**src/rtl/pipe_pkg.sv**
```systemverilog
// Shared stage-3 pipeline types: opcode constants, stage-3 register layout and FSM states.
package pipe_pkg;

    localparam int unsigned PIPE_XLEN = 32;

    localparam logic [6:0] OP_LOAD  = 7'b0000011;
    localparam logic [6:0] OP_STORE = 7'b0100011;
    localparam logic [6:0] OP_ALUI  = 7'b0010011;
    localparam logic [6:0] OP_ALUR  = 7'b0110011;
    localparam logic [6:0] OP_LUI   = 7'b0110111;
    localparam logic [6:0] OP_AUIPC = 7'b0010111;

    typedef struct packed {
        logic [PIPE_XLEN-1:0] alu;
        logic [PIPE_XLEN-1:0] store;
        logic [6:0]           opcode;
        logic [4:0]           wr_addr;
        logic                 wr_en;
        logic                 valid;
    } stage3_t;

    localparam stage3_t BUBBLE_S3 = '0;

    typedef enum logic [0:0] {
        ST_RUN,
        ST_WAIT
    } s3_state_t;

endpackage

```
**src/rtl/stage3_pipe_load_use_detect.sv**
```systemverilog
// Combinational load-use compare: a valid, register-writing load whose destination
// is read by the instruction behind it.
module load_use_detect
    import pipe_pkg::*;
(
    input  logic       valid,
    input  logic [6:0] opcode,
    input  logic       wr_en,
    input  logic [4:0] wr_addr,
    input  logic [4:0] raddr1,
    input  logic [4:0] raddr2,
    output logic       hazard
);

    assign hazard = valid && (opcode == OP_LOAD) && wr_en &&
                    ((wr_addr == raddr1) || (wr_addr == raddr2));

endmodule

```
**src/rtl/stage3_pipe.sv**
```systemverilog
// EX/MEM pipeline register with load-use stall controller: bubbles stage 3 and holds
// stage 2 for LOAD_LAT cycles when stage 2 reads a load destination sitting in stage 3.
module stage3_pipe
    import pipe_pkg::*;
#(
    parameter int unsigned LOAD_LAT = 2,
    parameter int unsigned XLEN     = 32
) (
    input  logic            clk,
    input  logic            rst_n,
    input  logic [XLEN-1:0] ALUOUT_STAGE2,
    input  logic [XLEN-1:0] RS2_FWD_STAGE2,
    input  logic [6:0]      OPCODE_STAGE2,
    input  logic [4:0]      wr_addr_STAGE2,
    input  logic            WR_EN_STAGE2,
    input  logic [4:0]      RADDR1_STAGE2,
    input  logic [4:0]      RADDR2_STAGE2,
    input  logic            FLUSH,
    input  logic            HOLD_IN,
    output logic [XLEN-1:0] ALUOUT_STAGE3,
    output logic [XLEN-1:0] STORE_DATA_STAGE3,
    output logic [6:0]      OPCODE_STAGE3,
    output logic [4:0]      wr_addr_STAGE3,
    output logic            WR_EN_STAGE3,
    output logic            VALID_STAGE3,
    output logic            STALL_STAGE2
);

    localparam int unsigned CW = $clog2(LOAD_LAT + 1);

    stage3_t        s3_q, s3_d;
    s3_state_t      state_q, state_d;
    logic [CW-1:0]  cnt_q, cnt_d;
    logic           hazard;

    load_use_detect u_load_use_detect (
        .valid   (s3_q.valid),
        .opcode  (s3_q.opcode),
        .wr_en   (s3_q.wr_en),
        .wr_addr (s3_q.wr_addr),
        .raddr1  (RADDR1_STAGE2),
        .raddr2  (RADDR2_STAGE2),
        .hazard  (hazard)
    );

    always_ff @(posedge clk or negedge rst_n) begin
        if (!rst_n) begin
            s3_q    <= BUBBLE_S3;
            state_q <= ST_RUN;
            cnt_q   <= '0;
        end else begin
            s3_q    <= s3_d;
            state_q <= state_d;
            cnt_q   <= cnt_d;
        end
    end

    // FLUSH outranks everything, then HOLD_IN; the hazard cycle itself is the first bubble,
    // so WAIT only covers the remaining LOAD_LAT-1 bubbles.
    always_comb begin
        s3_d         = s3_q;
        state_d      = state_q;
        cnt_d        = cnt_q;
        STALL_STAGE2 = 1'b0;
        if (FLUSH) begin
            s3_d    = BUBBLE_S3;
            state_d = ST_RUN;
            cnt_d   = '0;
        end else if (HOLD_IN) begin
            STALL_STAGE2 = 1'b1;
        end else if (state_q == ST_WAIT) begin
            STALL_STAGE2 = 1'b1;
            s3_d         = BUBBLE_S3;
            cnt_d        = cnt_q - CW'(1);
            if (cnt_q == CW'(1)) begin
                state_d = ST_RUN;
            end
        end else if (hazard) begin
            STALL_STAGE2 = 1'b1;
            s3_d         = BUBBLE_S3;
            if (LOAD_LAT > 1) begin
                cnt_d   = CW'(LOAD_LAT - 1);
                state_d = ST_WAIT;
            end
        end else begin
            s3_d.alu     = ALUOUT_STAGE2;
            s3_d.store   = RS2_FWD_STAGE2;
            s3_d.opcode  = OPCODE_STAGE2;
            s3_d.wr_addr = wr_addr_STAGE2;
            s3_d.wr_en   = WR_EN_STAGE2 && (wr_addr_STAGE2 != 5'd0);
            s3_d.valid   = 1'b1;
        end
    end

    assign ALUOUT_STAGE3     = s3_q.alu;
    assign STORE_DATA_STAGE3 = s3_q.store;
    assign OPCODE_STAGE3     = s3_q.opcode;
    assign wr_addr_STAGE3    = s3_q.wr_addr;
    assign WR_EN_STAGE3      = s3_q.wr_en;
    assign VALID_STAGE3      = s3_q.valid;

endmodule

```
**config.mk**
```make
export PLATFORM = sky130hd
export DESIGN_NAME = stage3_pipe
export DESIGN_NICKNAME = d
export VERILOG_FILES = /design/src/rtl/pipe_pkg.sv /design/src/rtl/stage3_pipe_load_use_detect.sv /design/src/rtl/stage3_pipe.sv
export SDC_FILE = /design/constraint.sdc
export NUM_CORES = 1
export LEC_CHECK = 0
export ABC_AREA = 1
export CORE_AREA = 2 2 94 96
export CTS_CLUSTER_DIAMETER = 30
export DETAILED_ROUTE_END_ITERATION = 7
export DIE_AREA = 0 0 96 98
export HOLD_SLACK_MARGIN = 0.03
export PLACE_DENSITY_LB_ADDON = 0.2
export SYNTH_ARGS = -nofsm -noshare
export SYNTH_HDL_FRONTEND = slang
export SYNTH_SLANG_ARGS = --single-unit
```
**constraint.sdc**
```tcl
create_clock -name clk -period 3.16 [get_ports clk]
set_clock_uncertainty 0.05 [all_clocks]
set_input_delay 0.632 -clock clk [delete_from_list [all_inputs] [get_ports clk]]
set_output_delay 0.632 -clock clk [all_outputs]
set_load 0.005 [all_outputs]
```
==> results of run 1 <==
[power groups by stage]
stage / logic [µW] / registers [µW] / clock network [µW]
after floorplan: 97.1 / 1150 / 0
after global placement: 380 / 1150 / 0
after detailed placement: 387 / 1150 / 0
after CTS: 389 / 1130 / 826
after global routing: 419 / 1140 / 868
final: 381 / 1130 / 804
[registers in the layout, summed over array words and instances, names as in the netlist]
name,cells
ALUOUT_STAGE3,32
OPCODE_STAGE3,7
STORE_DATA_STAGE3,32
VALID_STAGE3,1
WR_EN_STAGE3,1
cnt_q,2
state_q,1
wr_addr_STAGE3,5
[stage by stage]
| step | hold slack [ns] | utilization | instances | area, µm² |
|---|---|---|---|---|
| after floorplan | 0.286 | - | 428 | 3580 |
| after global placement | 0.406 | 0.631 | 679 | 5340 |
| after detailed placement | 0.413 | 0.631 | 679 | 5340 |
| after CTS | 0.431 | 0.655 | 695 | 5550 |
| after global routing | 0.459 | 0.656 | 695 | 5550 |
| final | 0.398 | 0.656 | 695 | 5550 |
[per-layer routing]
metal | routed length (µm) | vias to the layer above | part of all wire
met3 | 812 | 7 | 0.079
met2 | 4980 | 123 | 0.48
met5 | 0 | - | 0
met1 | 4410 | 1706 | 0.43
met4 | 118 | 0 | 0.011
li1 | - | 1713 | -
[cell type report]
class,count,share of cell area
Multi-Input combinational cell,296,0.242
Tap cell,108,0.0243
Clock buffer,11,0.0237
Clock inverter,5,0.0144
Inverter,19,0.0128
Sequential cell,81,0.365
Timing Repair Buffer,175,0.317
[worst register-to-register path: stages (launching register included)]
cell	delay, ns
dfrtp_1	0.44
nand2_1	0.09
clkinv_1	0.05
nor2_1	0.08
nor2_1	0.05
nand3_1	0.06
nand2_1	0.08
nand2_2	0.07
buf_4	0.62
nand2_1	0.18
nand2_1	0.12
nand2_1	0.05
nand2_1	0.05
[cells by family (layout without fill, tap and decap cells)]
kind of cell / Yosys count / count (layout) / synth area share
AOI/OAI and AO/OA: 2 / 2 / 0.00280
xor gates and xnor gates: 2 / 2 / 0.00489
adders and majority gates: 1 / 1 / 0.00349
buffers and inverters: 51 / 210 / 0.0604
DFF: 81 / 81 / 0.566
and+or+nand+nor: 291 / 291 / 0.362
[synthesized netlist by cell type (all sizes together)]
library cell	count
inv	17
nand2	195
nor2	11
clkinv	2
nand3	6
ha	1
nor3	2
nand4	77
buf	10
xnor2	2
dfrtp	81
clkbuf	22
o21ai	2
[repair_timing]
item	4_1_cts	5_1_grt
hold endpoints to repair	0	0
setup endpoints to repair	0	1
gates resized for setup	0	1
[how the worst max path moves through the flow]
stage	to	slack (ns)	depth (start not counted)
after floorplan	STALL_STAGE2	1.10	11
after global placement	STALL_STAGE2	0.14	12
after detailed placement	STALL_STAGE2	0.12	12
after CTS	STALL_STAGE2	0.11	12
after global routing	STALL_STAGE2	0.36	12
final	STALL_STAGE2	0.49	12
==> flow_metrics.env, run 1 <==
export IMPL_antenna_found_initial=0
export IMPL_grt_util_met1=0.295
export IMPL_rr_worst_depth=12
export IMPL_fp_dieArea_mm2=0.00941
export IMPL_htreeDepth=3
export IMPL_drt_iter0_markers=177
export IMPL_vias_per_cell=5.11
export IMPL_finalSetupViolCount=0
export IMPL_num_antenna_cells=0
export IMPL_switching_power_uw=542
export IMPL_port_buffers=169
export IMPL_intPower_uw=1770
export IMPL_fin_nets=674
export IMPL_r2r_start="wr_addr_STAGE3[0]"
export IMPL_syn_cell_area_mm2=0.00358
export IMPL_fill_cells=705
export IMPL_cp_required_ns=2.48
export IMPL_die_x_um=96
export IMPL_slew_viol_final=0
export IMPL_post_route_drc_count=0
export IMPL_path_cells="clkdlybuf4s50_1, inv_1, nand2_1, nand2_1, nor2_1, nand3_1, nand2_1, nand2_2, nand2_1, nand2_1, nand2_1, dlymetal6s2s_1"
export IMPL_ys_seq_area_frac=0.566
export IMPL_leakagePower_uw=0.00271
export IMPL_critPathMaxStageDelay_ns=0.49
export IMPL_syn_nets=520
export IMPL_syn_to_final_growth_pct=55.0
export IMPL_cts_buffers_inserted=9
export IMPL_die_y_um=98
export IMPL_path_clk_slew_ns=0.09
export IMPL_wl_per_cell_um=14.9
export IMPL_relSlewSlack=0.328
export IMPL_worst_setup_path_start_kind="input port"
export IMPL_worst_slew_pin_slew_ns=1.01
export IMPL_setup_slack_ns=0.494
export IMPL_synth_area_per_cell_um2=8.37
export IMPL_crit_slowest_cell="clkdlybuf4s50_1"
export IMPL_yosysTopAreaCellShare=0.566
export IMPL_root_buffer="clkbuf_8"
export IMPL_crit_path_end_kind="output pin"
export IMPL_io_pins=170
export IMPL_cts_setup_buffers=0
export IMPL_clock_sinks=81
export IMPL_synth_seq_cells=81
export IMPL_timing_hold_violations_final=0
export IMPL_crit_path_start="RADDR1_STAGE2[3]"
export IMPL_hpwlAfterDp_mm=6.95
export IMPL_cp_common_cell="nand2_1"
export IMPL_regArea_mm2=0.00203
export IMPL_netlist_top_cells_area="dfrtp_1 57%, nand2_1 20%, nand4_1 13%"
export IMPL_multi_input_area_mm2=0.00135
export IMPL_critical_path_class="input port to output pin"
export IMPL_rows=34
export IMPL_period_share=0.844
export IMPL_grt_use_total=0.224
export IMPL_rr_endpoint="cnt_q[1]"
export IMPL_power_frac_seq=0.488
export IMPL_crit_fanout=3
export IMPL_holdCritPathClass="input port to asynchronous set/reset pin"
export IMPL_drtAntennaViolNets=0
export IMPL_drt_pass1_iterations=4
export IMPL_powerDensity_mw_per_mm2=417
export IMPL_worst_ir_drop_vdd_mv=0.213
export IMPL_critPathBufInv=3
export IMPL_layout_commonest_cell="nand2_1"
export IMPL_synth_cell_type_count=16
export IMPL_yosysTopAreaCell="dfrtp_1"
export IMPL_period_needed_ns=2.67
export IMPL_grt_max_degree=82
export IMPL_met3_usage=0.0694
export IMPL_grt_pass1_vias=3609
export IMPL_cts_tree="built"
export IMPL_wirelength_mm=10.3
export IMPL_path_delay_family="simple AND/OR/NAND/NOR gates"
export IMPL_grt_pass1_wl_mm=16.7
export IMPL_p_total_uw=2310
export IMPL_drive_above_1_share=0.0511
export IMPL_rsz0062_at_grt="false"
export IMPL_synthCells=428
export IMPL_top_usage_layer="met2"
export IMPL_core_area_mm2=0.00847
export IMPL_yosysWarnings=0
export IMPL_rrSetupSlack_ns=1.10
export IMPL_fmax_mhz=375
export IMPL_use_met2=0.360
export IMPL_setup_tns_ns=0
export IMPL_vias=3549
export IMPL_p_clk_frac=0.347
export IMPL_pre_cts_ws_ns=0.122
export IMPL_grt_overflow=0
export IMPL_insertion_delay_ns=0.34
export IMPL_pwr_share_comb=0.165
export IMPL_start_util=0.423
export IMPL_place_gp_congestion=0.740
export IMPL_clockBufferDepth=2
export IMPL_ctsHoldBuffers=0
export IMPL_cap_viol_max_count=0
export IMPL_layout_common_cells="194 x nand2_1, 167 x clkdlybuf4s50_1, 81 x dfrtp_1, 77 x nand4_1, 11 x inv_1"
export IMPL_status="finished clean"
export IMPL_switching_share=0.234
export IMPL_cp_arrival_ns=1.98
Power figures use the tool's default switching activity.
==> run 2: changes to the inputs <==
- CORE_AREA: 2 2 94 96 -> 2 2 102 104
- DIE_AREA: 0 0 96 98 -> 0 0 104 106
- clock period: 3.16 -> 2.2 ns (I/O delays scaled with it)
==> run 2 against run 1 <==
  * Combinational power up 48%
  * Final cell count rose by 4.9%
  * Via count grew 0.76%
  * Count of clock-buffer cells in the layout is 1 higher
  * Worst setup slack got worse by 0.39 ns
  * Routed wire length rose by 3.2%
  * Worst hold slack improved by 0.032 ns
  * Power is 53% higher
  * Register-to-register slack worse by 0.76 ns
  * Critical path depth shrank 3
  * Sequential share of layout area down 1.1 points
  * Critical path type unchanged
  * Critical endpoint unchanged
==> flow_metrics.env, run 2 (synthesized netlist as in run 1, its figures left out) <==
export IMPL_status="finished clean"
export IMPL_syn_to_final_growth_pct=60.4
export IMPL_critical_path_class="input port to output pin"
export IMPL_worst_slew_pin_slew_ns=0.862
export IMPL_rows=37
export IMPL_port_buffers=169
export IMPL_post_route_util=0.575
export IMPL_drtAntennaViolNets=0
export IMPL_cts_tree="built"
export IMPL_fmax_mhz=476
export IMPL_cp_arrival_ns=1.61
export IMPL_grt_use_total=0.196
export IMPL_fp_dieArea_mm2=0.0110
export IMPL_vias_per_cell=4.91
export IMPL_layout_common_cells="189 x nand2_1, 159 x clkdlybuf4s50_1, 77 x dfrtp_1, 77 x nand4_1"
export IMPL_num_antenna_cells=0
export IMPL_antenna_found_initial=0
export IMPL_wirelength_mm=10.7
export IMPL_worst_setup_path_start_kind="input port"
export IMPL_timing_hold_violations_final=0
export IMPL_grt_pass1_wl_mm=17.5
export IMPL_clockBufferDepth=2
export IMPL_hold_depth=2
export IMPL_setup_tns_ns=0
export IMPL_hpwlAfterDp_mm=7.05
export IMPL_fin_nets=680
export IMPL_cts_setup_buffers=0
export IMPL_fin_area_mm2=0.00575
export IMPL_rr_endpoint="cnt_q[0]"
export IMPL_rsz0062_at_grt="true"
export IMPL_worstHoldEndpoint="cnt_q[1]"
export IMPL_leakagePower_uw=0.00282
export IMPL_worst_ir_drop_vdd_mv=0.350
export IMPL_period_share=0.954
export IMPL_drive_above_1_share=0.0860
export IMPL_holdCritPathClass="flop to flop"
export IMPL_root_buffer="clkbuf_8"
export IMPL_crit_fanout=2
export IMPL_period_needed_ns=2.10
export IMPL_cap_viol_max_count=0
export IMPL_die_y_um=106
export IMPL_grt_overflow=0
export IMPL_relSlewSlack=0.425
export IMPL_cp_required_ns=1.71
export IMPL_vias=3576
export IMPL_rr_worst_depth=12
export IMPL_rrSetupSlack_ns=0.34
export IMPL_final_cells=729
export IMPL_die_x_um=104
export IMPL_r2r_start="wr_addr_STAGE3[0]"
export IMPL_drt_pass1_iterations=4
export IMPL_place_gp_congestion=0.780
export IMPL_powerDensity_mw_per_mm2=617
export IMPL_crit_path_end_kind="output pin"
export IMPL_io_pins=170
export IMPL_post_route_drc_count=0
export IMPL_insertion_delay_ns=0.34
export IMPL_start_util=0.358
export IMPL_core_area_mm2=0.0100
export IMPL_path_clk_slew_ns=0.08
export IMPL_drt_iter0_markers=205
export IMPL_dp_cells=712
export IMPL_grt_max_degree=79
export IMPL_slew_viol_final=0
export IMPL_worstHoldStart="cnt_q[1]"
export IMPL_htreeDepth=3
export IMPL_wl_per_cell_um=14.6
export IMPL_layout_commonest_cell="nand2_1"
export IMPL_placed_area_mm2=0.00544
export IMPL_clock_sinks=81
export IMPL_grt_pass1_vias=3605
export IMPL_cts_buffers_inserted=9
export IMPL_crit_path_start="RADDR2_STAGE2[3]"
export IMPL_finalSetupViolCount=0
[run 2: changes by cell type in the layout (fill, tap and decap cells not counted), moves of 3 or more]
cell and change:
dfrtp_2 +4, nand2_1 -5, dfrtp_1 -4, dlymetal6s2s_1 +5, nand2_2 +5, nor2_1 -3
nor2_2 +3, clkdlybuf4s50_1 -8
[run 2: critical path, cell delays in order]
cell	delay, ns
clkdlybuf4s50_1	0.47
xnor2_1	0.13
nand3_1	0.13
nand2_2	0.09
nand2_2	0.07
nand2_2	0.09
nand2_2	0.04
nand2_1	0.04
buf_2	0.11
[run 2: worst max path at each step]
stage | slack, ns | end
after global placement | -0.42 | STALL_STAGE2
after floorplan | 0.53 | STALL_STAGE2
after global routing | -0.04 | STALL_STAGE2
after detailed placement | -0.45 | STALL_STAGE2
final | 0.10 | STALL_STAGE2
after CTS | 0.01 | STALL_STAGE2
[run 2: layout make-up]
class / instances / area [µm²]
Fill cell: 929 / 4250
Sequential cell: 81 / 2030
Timing Repair Buffer: 181 / 1840
Multi-Input combinational cell: 296 / 1380
Tap cell: 136 / 170
Clock buffer: 12 / 155
Clock inverter: 4 / 98.8
Inverter: 19 / 71.3
[run 2: through the flow]
| step | hold WS, ns | total power (µW) | setup WS (ns) |
|---|---|---|---|
| 6_report | 0.430 | 3540 | 0.101 |
| 5_1_grt | 0.454 | 3710 | -0.0394 |
| 3_5_place_dp | 0.380 | 2220 | -0.452 |
| 2_1_floorplan | 0.0944 | 1790 | 0.529 |
| 3_3_place_gp | 0.378 | 2210 | -0.424 |
| 4_1_cts | 0.434 | 3580 | 0.0149 |
[run 2: where the power goes]
group	switching (µW)	total (µW)	internal, µW	leakage [µW]
clock	537	1360	820	0.000127
sequential	54.9	1620	1570	0.00107
combinational	214	563	349	0.00162
total	807	3540	2740	0.00282
[run 2: repair_timing]
action	in CTS	in global routing
endpoints found under the setup margin	1	35
hold buffers	1	0
endpoints found under the hold margin	35	0
resized for setup	8	19
pin swaps	2	6
[run 2: per-layer routing]
metal | track usage | share of wire
met5 | 0 | 0
met4 | 0.0589 | 0.010
met3 | 0.0582 | 0.066
met2 | 0.320 | 0.48
met1 | 0.252 | 0.44
==> run 3: changes to the inputs <==
- CAP_MARGIN: not set -> 20
- PLACE_DENSITY: not set -> 0.72
- PLACE_DENSITY_LB_ADDON: 0.2 -> not set
- RECOVER_POWER: not set -> 25
==> run 3 against run 2 <==
  * Non-clock buffer count is 3 higher
  * Utilization shrank 0.51 points
  * Critical path depth up 1
  * Sequential power barely moved
  * Via count is 0.25% higher
  * Power fell by 4.6%
  * First-iteration DRC count increased by 2.0%
  * Register-to-register slack got worse by 0.05 ns
  * Die area stayed put
  * Final cell count grew 0.41%
  * Combinational power rose by 0.7%
  * Maximum frequency fell by 1.2%
==> flow_metrics.env, run 3 (synthesized netlist as in run 1, its figures left out) <==
export IMPL_grt_pass1_vias=3505
export IMPL_status="finished clean"
export IMPL_start_util=0.358
export IMPL_worst_ir_drop_vdd_mv=0.313
export IMPL_layout_commonest_cell="nand2_1"
export IMPL_leakagePower_uw=0.00277
export IMPL_powerDensity_mw_per_mm2=594
export IMPL_holdCritPathClass="flop to flop"
export IMPL_insertion_delay_ns=0.34
export IMPL_clockBufferDepth=2
export IMPL_drtAntennaViolNets=0
export IMPL_wirelength_mm=10.8
export IMPL_final_cells=732
export IMPL_die_x_um=104
export IMPL_dp_cells=713
export IMPL_multi_input_area_mm2=0.00136
export IMPL_port_buffers=169
export IMPL_die_y_um=106
export IMPL_drive_above_1_share=0.0822
export IMPL_vias=3585
export IMPL_pwr_share_comb=0.168
export IMPL_finalSetupViolCount=0
export IMPL_root_buffer="clkbuf_8"
export IMPL_layout_common_cells="191 x nand2_1, 159 x clkdlybuf4s50_1, 77 x dfrtp_1, 77 x nand4_1, 11 x inv_1"
export IMPL_grt_overflow=0
export IMPL_period_needed_ns=2.12
export IMPL_fin_nets=683
export IMPL_worst_setup_path_start_kind="flop"
export IMPL_p_clk_frac=0.351
export IMPL_switching_share=0.242
export IMPL_intPower_uw=2560
export IMPL_core_area_mm2=0.0100
export IMPL_rsz0062_at_grt="true"
export IMPL_grt_max_degree=79
export IMPL_drt_pass1_iterations=4
export IMPL_num_antenna_cells=0
export IMPL_regArea_mm2=0.00203
export IMPL_grt_pass1_wl_mm=17.4
export IMPL_vias_per_cell=4.90
export IMPL_cap_viol_max_count=0
export IMPL_relSlewSlack=0.331
export IMPL_cts_buffers_inserted=9
export IMPL_placed_area_mm2=0.00544
export IMPL_crit_fanout=6
export IMPL_place_gp_congestion=0.823
export IMPL_fp_dieArea_mm2=0.0110
export IMPL_critical_path_class="flop to output pin"
export IMPL_drt_iter0_markers=209
export IMPL_timing_hold_violations_final=0
export IMPL_period_share=0.966
export IMPL_post_route_drc_count=0
export IMPL_fill_cells=922
export IMPL_path_clk_slew_ns=0.08
export IMPL_grt_use_total=0.194
export IMPL_antenna_found_initial=0
export IMPL_syn_to_final_growth_pct=59.0
export IMPL_hpwlAfterDp_mm=7.30
export IMPL_io_pins=170
export IMPL_fmax_mhz=471
export IMPL_crit_path_end_kind="output pin"
export IMPL_cp_required_ns=1.71
export IMPL_fin_area_mm2=0.00569
export IMPL_hold_ws_ns=0.427
export IMPL_htreeDepth=3
export IMPL_setup_tns_ns=0
export IMPL_worst_slew_pin_slew_ns=1.00
export IMPL_cts_tree="built"
export IMPL_clock_sinks=81
export IMPL_slew_viol_final=0
export IMPL_switching_power_uw=818
export IMPL_cp_arrival_ns=1.63
export IMPL_power_frac_seq=0.481
export IMPL_rows=37
export IMPL_wl_per_cell_um=14.8
export IMPL_rrSetupSlack_ns=0.29
## run 3: changes by cell type in the layout (fill, tap and decap cells not counted), moves of 3 or more
cell	delta
nor2_2	-3
nor2_1	+3
dlygate4sd2_1	+6
dlymetal6s2s_1	-6
## run 3: critical path, cell delays in order (launching register included)
cell,delay [ns]
dfrtp_2,0.46
nand2_1,0.10
nand2_1,0.07
nor2_1,0.11
nand3_1,0.09
nand2_2,0.09
nand2_2,0.07
nand2_2,0.09
nand2_1,0.05
nand2_1,0.06
buf_2,0.11
## run 3: cell type report
| type | count | area share |
|---|---|---|
| clock buffer | 10 | 0.0224 |
| clock inverter | 6 | 0.0158 |
| inverter | 19 | 0.0125 |
| multi-input combinational | 296 | 0.239 |
| sequential | 81 | 0.357 |
| tap | 136 | 0.0299 |
| timing repair buffer | 184 | 0.323 |
## run 3: power groups by stage
stage | Clock, µW | Sequential [µW] | Combinational (µW)
after floorplan | 0 | 1650 | 139
after global placement | 0 | 1650 | 562
after detailed placement | 0 | 1650 | 572
after CTS | 1230 | 1620 | 569
after global routing | 1300 | 1640 | 615
final | 1190 | 1620 | 567
## run 3: path summary, 6_finish.rpt
path	endpoint	depth (start not counted)	startpoint
max in group asynchronous	wr_addr_STAGE3[0]	3	rst_n
hold reg to reg	cnt_q[1]	2	cnt_q[1]
hold / removal	cnt_q[1]	2	cnt_q[1]
setup / recovery	STALL_STAGE2	10	wr_addr_STAGE3[0]
min in group asynchronous	STORE_DATA_STAGE3[7]	2	rst_n
setup reg to reg	cnt_q[0]	12	wr_addr_STAGE3[0]
## run 3: repair_timing
action | 4_1_cts | 5_1_grt
gates resized for setup | 13 | 9
endpoints found under the hold margin | 21 | 0
setup endpoints to repair | 1 | 18
hold buffers | 1 | 0
setup buffers | 0 | 2
pin swaps | 4 | 3
## run 3: stage by stage
stage	power (µW)	setup WS (ns)	util
after floorplan	1790	0.529	-
after global placement	2210	-0.432	0.544
after detailed placement	2220	-0.450	0.544
after CTS	3420	0.0366	0.566
after global routing	3550	-0.0474	0.569
final	3380	0.0756	0.569
## run 3: per-layer routing
metal / up-vias / track usage / routed length, µm
met1: 1685 / 0.262 / 4760
met2: 150 / 0.314 / 5080
li1: 1730 / - / -
met3: 20 / 0.0386 / 742
met5: - / 0 / 0
met4: 0 / 0.0637 / 220
